**src/rtl/instr_fetch_unit.sv**
```systemverilog
// Instruction fetch unit: requests one instruction at a time and holds it until decode consumes it.
// Latency: request accepted -> response -> instr_valid on the next cycle; advance -> new request next cycle.
// Backpressure: imem_req_valid/addr held until imem_req_ready; the held instruction waits for advance.
module instr_fetch_unit #(
    parameter logic [31:0] RESET_PC  = 32'h0000_0000,
    parameter logic [31:0] NOP_INSTR = 32'h0000_0013
) (
    input  logic        clk,
    input  logic        rst_n,
    input  logic [31:0] pc_next,
    input  logic        advance,
    input  logic        flush,
    input  logic [31:0] flush_pc,
    output logic        imem_req_valid,
    output logic [31:0] imem_req_addr,
    input  logic        imem_req_ready,
    input  logic        imem_rsp_valid,
    input  logic [31:0] imem_rsp_data,
    output logic        instr_valid,
    output logic [31:0] instr_out,
    output logic [31:0] pc_out,
    output logic        misalign_fault,
    output logic [31:0] retired_count
);

    typedef enum logic [2:0] {
        IDLE  = 3'd0,
        REQ   = 3'd1,
        WAIT  = 3'd2,
        DROP  = 3'd3,
        HOLD  = 3'd4,
        FAULT = 3'd5
    } state_t;

    state_t      state, state_nxt;
    logic [31:0] pc_reg, pc_nxt;
    logic [31:0] instr_reg;
    logic        capture;
    logic        retire;
    logic        flush_misaligned;

    assign flush_misaligned = (flush_pc[1:0] != 2'b00);

    always_ff @(posedge clk or negedge rst_n) begin
        if (!rst_n) begin
            state  <= IDLE;
            pc_reg <= RESET_PC;
        end else begin
            state  <= state_nxt;
            pc_reg <= pc_nxt;
        end
    end

    always_comb begin
        state_nxt = state;
        pc_nxt    = pc_reg;
        capture   = 1'b0;
        retire    = 1'b0;
        case (state)
            IDLE: state_nxt = REQ;
            REQ: begin
                if (flush) begin
                    pc_nxt = flush_pc;
                    if (flush_misaligned)    state_nxt = FAULT;
                    else if (imem_req_ready) state_nxt = DROP;
                    else                     state_nxt = REQ;
                end else if (imem_req_ready) begin
                    state_nxt = WAIT;
                end
            end
            WAIT: begin
                if (flush) begin
                    pc_nxt = flush_pc;
                    if (flush_misaligned)    state_nxt = FAULT;
                    else if (imem_rsp_valid) state_nxt = REQ;
                    else                     state_nxt = DROP;
                end else if (imem_rsp_valid) begin
                    capture   = 1'b1;
                    state_nxt = HOLD;
                end
            end
            DROP: begin
                // The response still in flight belongs to the abandoned PC.
                if (flush) begin
                    pc_nxt = flush_pc;
                    if (flush_misaligned)    state_nxt = FAULT;
                    else if (imem_rsp_valid) state_nxt = REQ;
                end else if (imem_rsp_valid) begin
                    state_nxt = REQ;
                end
            end
            HOLD: begin
                if (flush) begin
                    pc_nxt    = flush_pc;
                    state_nxt = flush_misaligned ? FAULT : REQ;
                end else if (advance) begin
                    retire = 1'b1;
                    if (pc_next[1:0] == 2'b00) begin
                        pc_nxt    = pc_next;
                        state_nxt = REQ;
                    end else begin
                        state_nxt = FAULT;
                    end
                end
            end
            FAULT:   state_nxt = FAULT;
            default: state_nxt = IDLE;
        endcase
    end

    always_ff @(posedge clk or negedge rst_n) begin
        if (!rst_n) begin
            instr_reg <= NOP_INSTR;
            pc_out    <= RESET_PC;
        end else if (capture) begin
            instr_reg <= imem_rsp_data;
            pc_out    <= pc_reg;
        end
    end

    always_ff @(posedge clk or negedge rst_n) begin
        if (!rst_n)      retired_count <= 32'h0000_0000;
        else if (retire) retired_count <= retired_count + 32'h0000_0001;
    end

    assign imem_req_valid = (state == REQ);
    assign imem_req_addr  = pc_reg;
    assign instr_valid    = (state == HOLD);
    assign instr_out      = instr_valid ? instr_reg : NOP_INSTR;
    assign misalign_fault = (state == FAULT);

endmodule
```
**config.mk**
```make
export PLATFORM = sky130hd
export DESIGN_NAME = instr_fetch_unit
export DESIGN_NICKNAME = d
export VERILOG_FILES = /design/src/rtl/instr_fetch_unit.sv
export SDC_FILE = /design/constraint.sdc
export NUM_CORES = 1
export LEC_CHECK = 0
export BUFFER_PORTS_ARGS = -buffer_cell sky130_fd_sc_hd__buf_4
export CORE_MARGIN = 8
export CORE_UTILIZATION = 50
export CTS_BUF_LIST = sky130_fd_sc_hd__clkbuf_16
export DETAILED_ROUTE_END_ITERATION = 10
export PLACE_DENSITY = 0.82
export SYNTH_ARGS = -nofsm -noshare
export SYNTH_HDL_FRONTEND = slang
export SYNTH_SLANG_ARGS = --single-unit
```
**constraint.sdc**
```tcl
create_clock -name clk -period 5.3 [get_ports clk]
set_clock_uncertainty 0.2 [all_clocks]
set_input_delay 0.53 -clock clk [delete_from_list [all_inputs] [get_ports clk]]
set_output_delay 0.53 -clock clk [all_outputs]
set_load 0.1 [all_outputs]
```
==> impl_metrics.csv <==
group,metric,value,unit
outcome,status,"finished clean",
synthesis,yosysTopAreaCell,"dfrtp_1",
timing,holdWs,0.04640,ns
synthesis,synth.distinct_cells,39,
synthesis,synthTopCellsByArea,"dfrtp_1 54%, mux2_2 18%, nand2_1 6.7%",
grt,track_usage,21.56,%
clocking,clockBufferDepth,2,
synthesis,synthesis.nets,623,
grt,antenna_found_initial,0,
floorplanning,die-area,0.01568,mm²
hold_path,hold_path.class,"primary input to asynchronous set/reset pin",
timing,setup_tns,0,ns
clocking,cts_tree,"yes",
setup_path,cp-startpoint,"state[2]$_DFFE_PN0P_",
clocking,clock-sinks,131,
setup_path,startpoint_type,"flip-flop",
final_layout,nNetsFinal,850,
timing,layout_setup_ws,2.119,ns
drt,wire_per_inst,18.47,µm
setup_path,critPathKind,"flip-flop to flip-flop",
placed_design,pre_cts_ws,2.123,ns
run,maxCapViolCount,0,
synthesis,ys_ff_latch,131,
synthesis,ys_seq_area_share,55.02,%
floorplanning,core,0.01181,mm²
timing,setup_viol,0,
setup_path,r2r_cells,4,
synthesis,synthFlopType,"dfrtp_1",
floorplanning,die_h,125.2,µm
timing,period_minus_slack,3.181,ns
timing,rsz0062_at_grt,"false",
placed_design,io_buffers,232,
clocking,cts_root_buffer,"clkbuf_16",
grt,overflow,0,
timing,hold_viol_final,0,
timing,drv_slew,0,
grt,globalRouteMet2Util,36.59,%
grt,grt_pass1_vias,5223,
synthesis,syn_inst,520,
drt,detail-route-antenna-nets,0,
drt,drc_errors,0,
clocking,ctsHoldBuffers,0,
clocking,htree_levels,4,
final_layout,n_antenna_cell,0,
drt,vias_per_cell,5.294,
setup_path,r2r_slack,2.12,ns
timing,worstMarginPinSlew,1.095,ns
clocking,ctsResizeCount,0,
setup_path,crit_path_end_kind,"flip-flop",
synthesis,syn_area_per_cell,11.47,µm²
clocking,cts_buffers,17,
timing,max_freq,0.3144,GHz
power,power.leakage,4.505,nW
grt,grt_max_degree,78,
floorplanning,ios,233,
clocking,cts_setup_buffers,0,
placed_design,place_hpwl,12470,µm
setup_path,critPathMaxFanout,45,
synthesis,ys_warn_count,0,
setup_path,reg2reg_to,"retired_count[29]$_DFFE_PN0P_",
synthesis,synth_most_common_cell,"dfrtp_1",
power,power_density,627.5,mW/mm²
grt,grt_pass1_wl,27110,µm
final_layout,syn2layout_area_growth,41.54,%
grt,busiest_layer,"met2",
floorplanning,dieWidth,125.2,µm
grt,grt_use_met3,10.88,%
setup_path,crit_required,5.42,ns
setup_path,reg2reg_from,"state[2]$_DFFE_PN0P_",
drt,vias,4796,
floorplanning,start_util,50.50,%
clocking,clock_latency,0.40,ns
synthesis,synth_edf_count,0,
setup_path,worstPathArrival,3.30,ns
drt,drt_wl_total,16730,µm
synthesis,synth.top_cells.by_count,"128 x dfrtp_1, 106 x nand2_1, 97 x mux2_2, 38 x and3_1, 24 x xnor2_1",
drt,drt-initial-drc-count,244,
grt,grtUsageMet1,22.91,%
timing,fin_crit_sh,60.02,%
floorplanning,num_rows,40,
power,p_total,5.297,mW
placed_design,gp_congestion,0.8352,
clocking,clk_pin_slew_worst_paths,0.05,ns
synthesis,syn_area,0.005964,mm²
drt,drt_first_pass_iters,4,
synthesis,async_flop_share,100.0,%
final_layout,layout-drive-gt1-share,48.62,%
power,peakVddDrop,658.0,µV
synthesis,synth_top_area_share,53.70,%
timing,relSlewSlack,27.03,%
layout by cell type (no fill, tap or decap), drive strengths merged, types with 2 or more instances in the layout:
cell,instances
a21oi,4
nor2,10
nand2b,4
clkinv,7
and2,6
o21ai,3
clkbuf,17
bufinv,5
nor4,2
and3,38
dfstp,3
nand2,106
buf,238
nand4,15
nor3b,2
mux2,97
xnor2,24
nor3,6
nand3,11
xor2,7
nor4b,2
dfrtp,128
and4,6
inv,4
metrics by stage:
stage	std cells	instance area [µm²]	util, %
4_1_cts	906	8442	71.47
3_5_place_dp	875	7823	66.23
2_1_floorplan	520	5964	-
5_1_grt	906	8442	71.47
6_report	906	8442	71.47
3_3_place_gp	875	7823	66.23
power breakdown:
part           leakage (nW)  switching (mW)  internal, mW
combinational          2.47            1.97         0.618
clock                 0.302           0.410         0.821
sequential             1.73           0.228          1.25
total                  4.50            2.60          2.69
critical path: stages, from the launching register on:
cell and delay (ns):
dfrtp_1 1.06, or4b_4 0.81, or4_4 0.62, nor3_1 0.22, xor2_1 0.18
cell families after synthesis:
logic type	synth area share (%)
mux	18.31
simple gates	18.00
flops	55.02
compound gates	1.448
buf+inv	2.454
fa+ha+maj	0.2097
xor+xnor	4.552
how the worst max path moves through the flow:
stage                                    endpoint  slack [ns]  cells past startpoint
finish              retired_count[29]$_DFFE_PN0P_        2.12                      4
global route        retired_count[29]$_DFFE_PN0P_        1.87                      4
CTS                 retired_count[27]$_DFFE_PN0P_        2.11                      4
detailed placement  retired_count[27]$_DFFE_PN0P_        2.12                      4
global placement    retired_count[29]$_DFFE_PN0P_        2.22                      4
floorplan                            instr_out[0]        2.16                      4
layout make-up:
cell class,instances,area [µm²]
Fill cell,802,3369
Sequential cell,131,3282
Multi-Input combinational cell,356,2559
Timing Repair Buffer,238,1787
Clock buffer,17,425.4
Clock inverter,14,193.9
Tap cell,147,183.9
Inverter,3,11.26
per-layer routing:
metal | vias to the layer above | wire length (µm)
li1 | 2247 | -
met1 | 2350 | 6311
met2 | 180 | 8544
met3 | 19 | 1612
met4 | 0 | 263
met5 | - | 0
No activity file was read; power rests on OpenSTA's default activity.
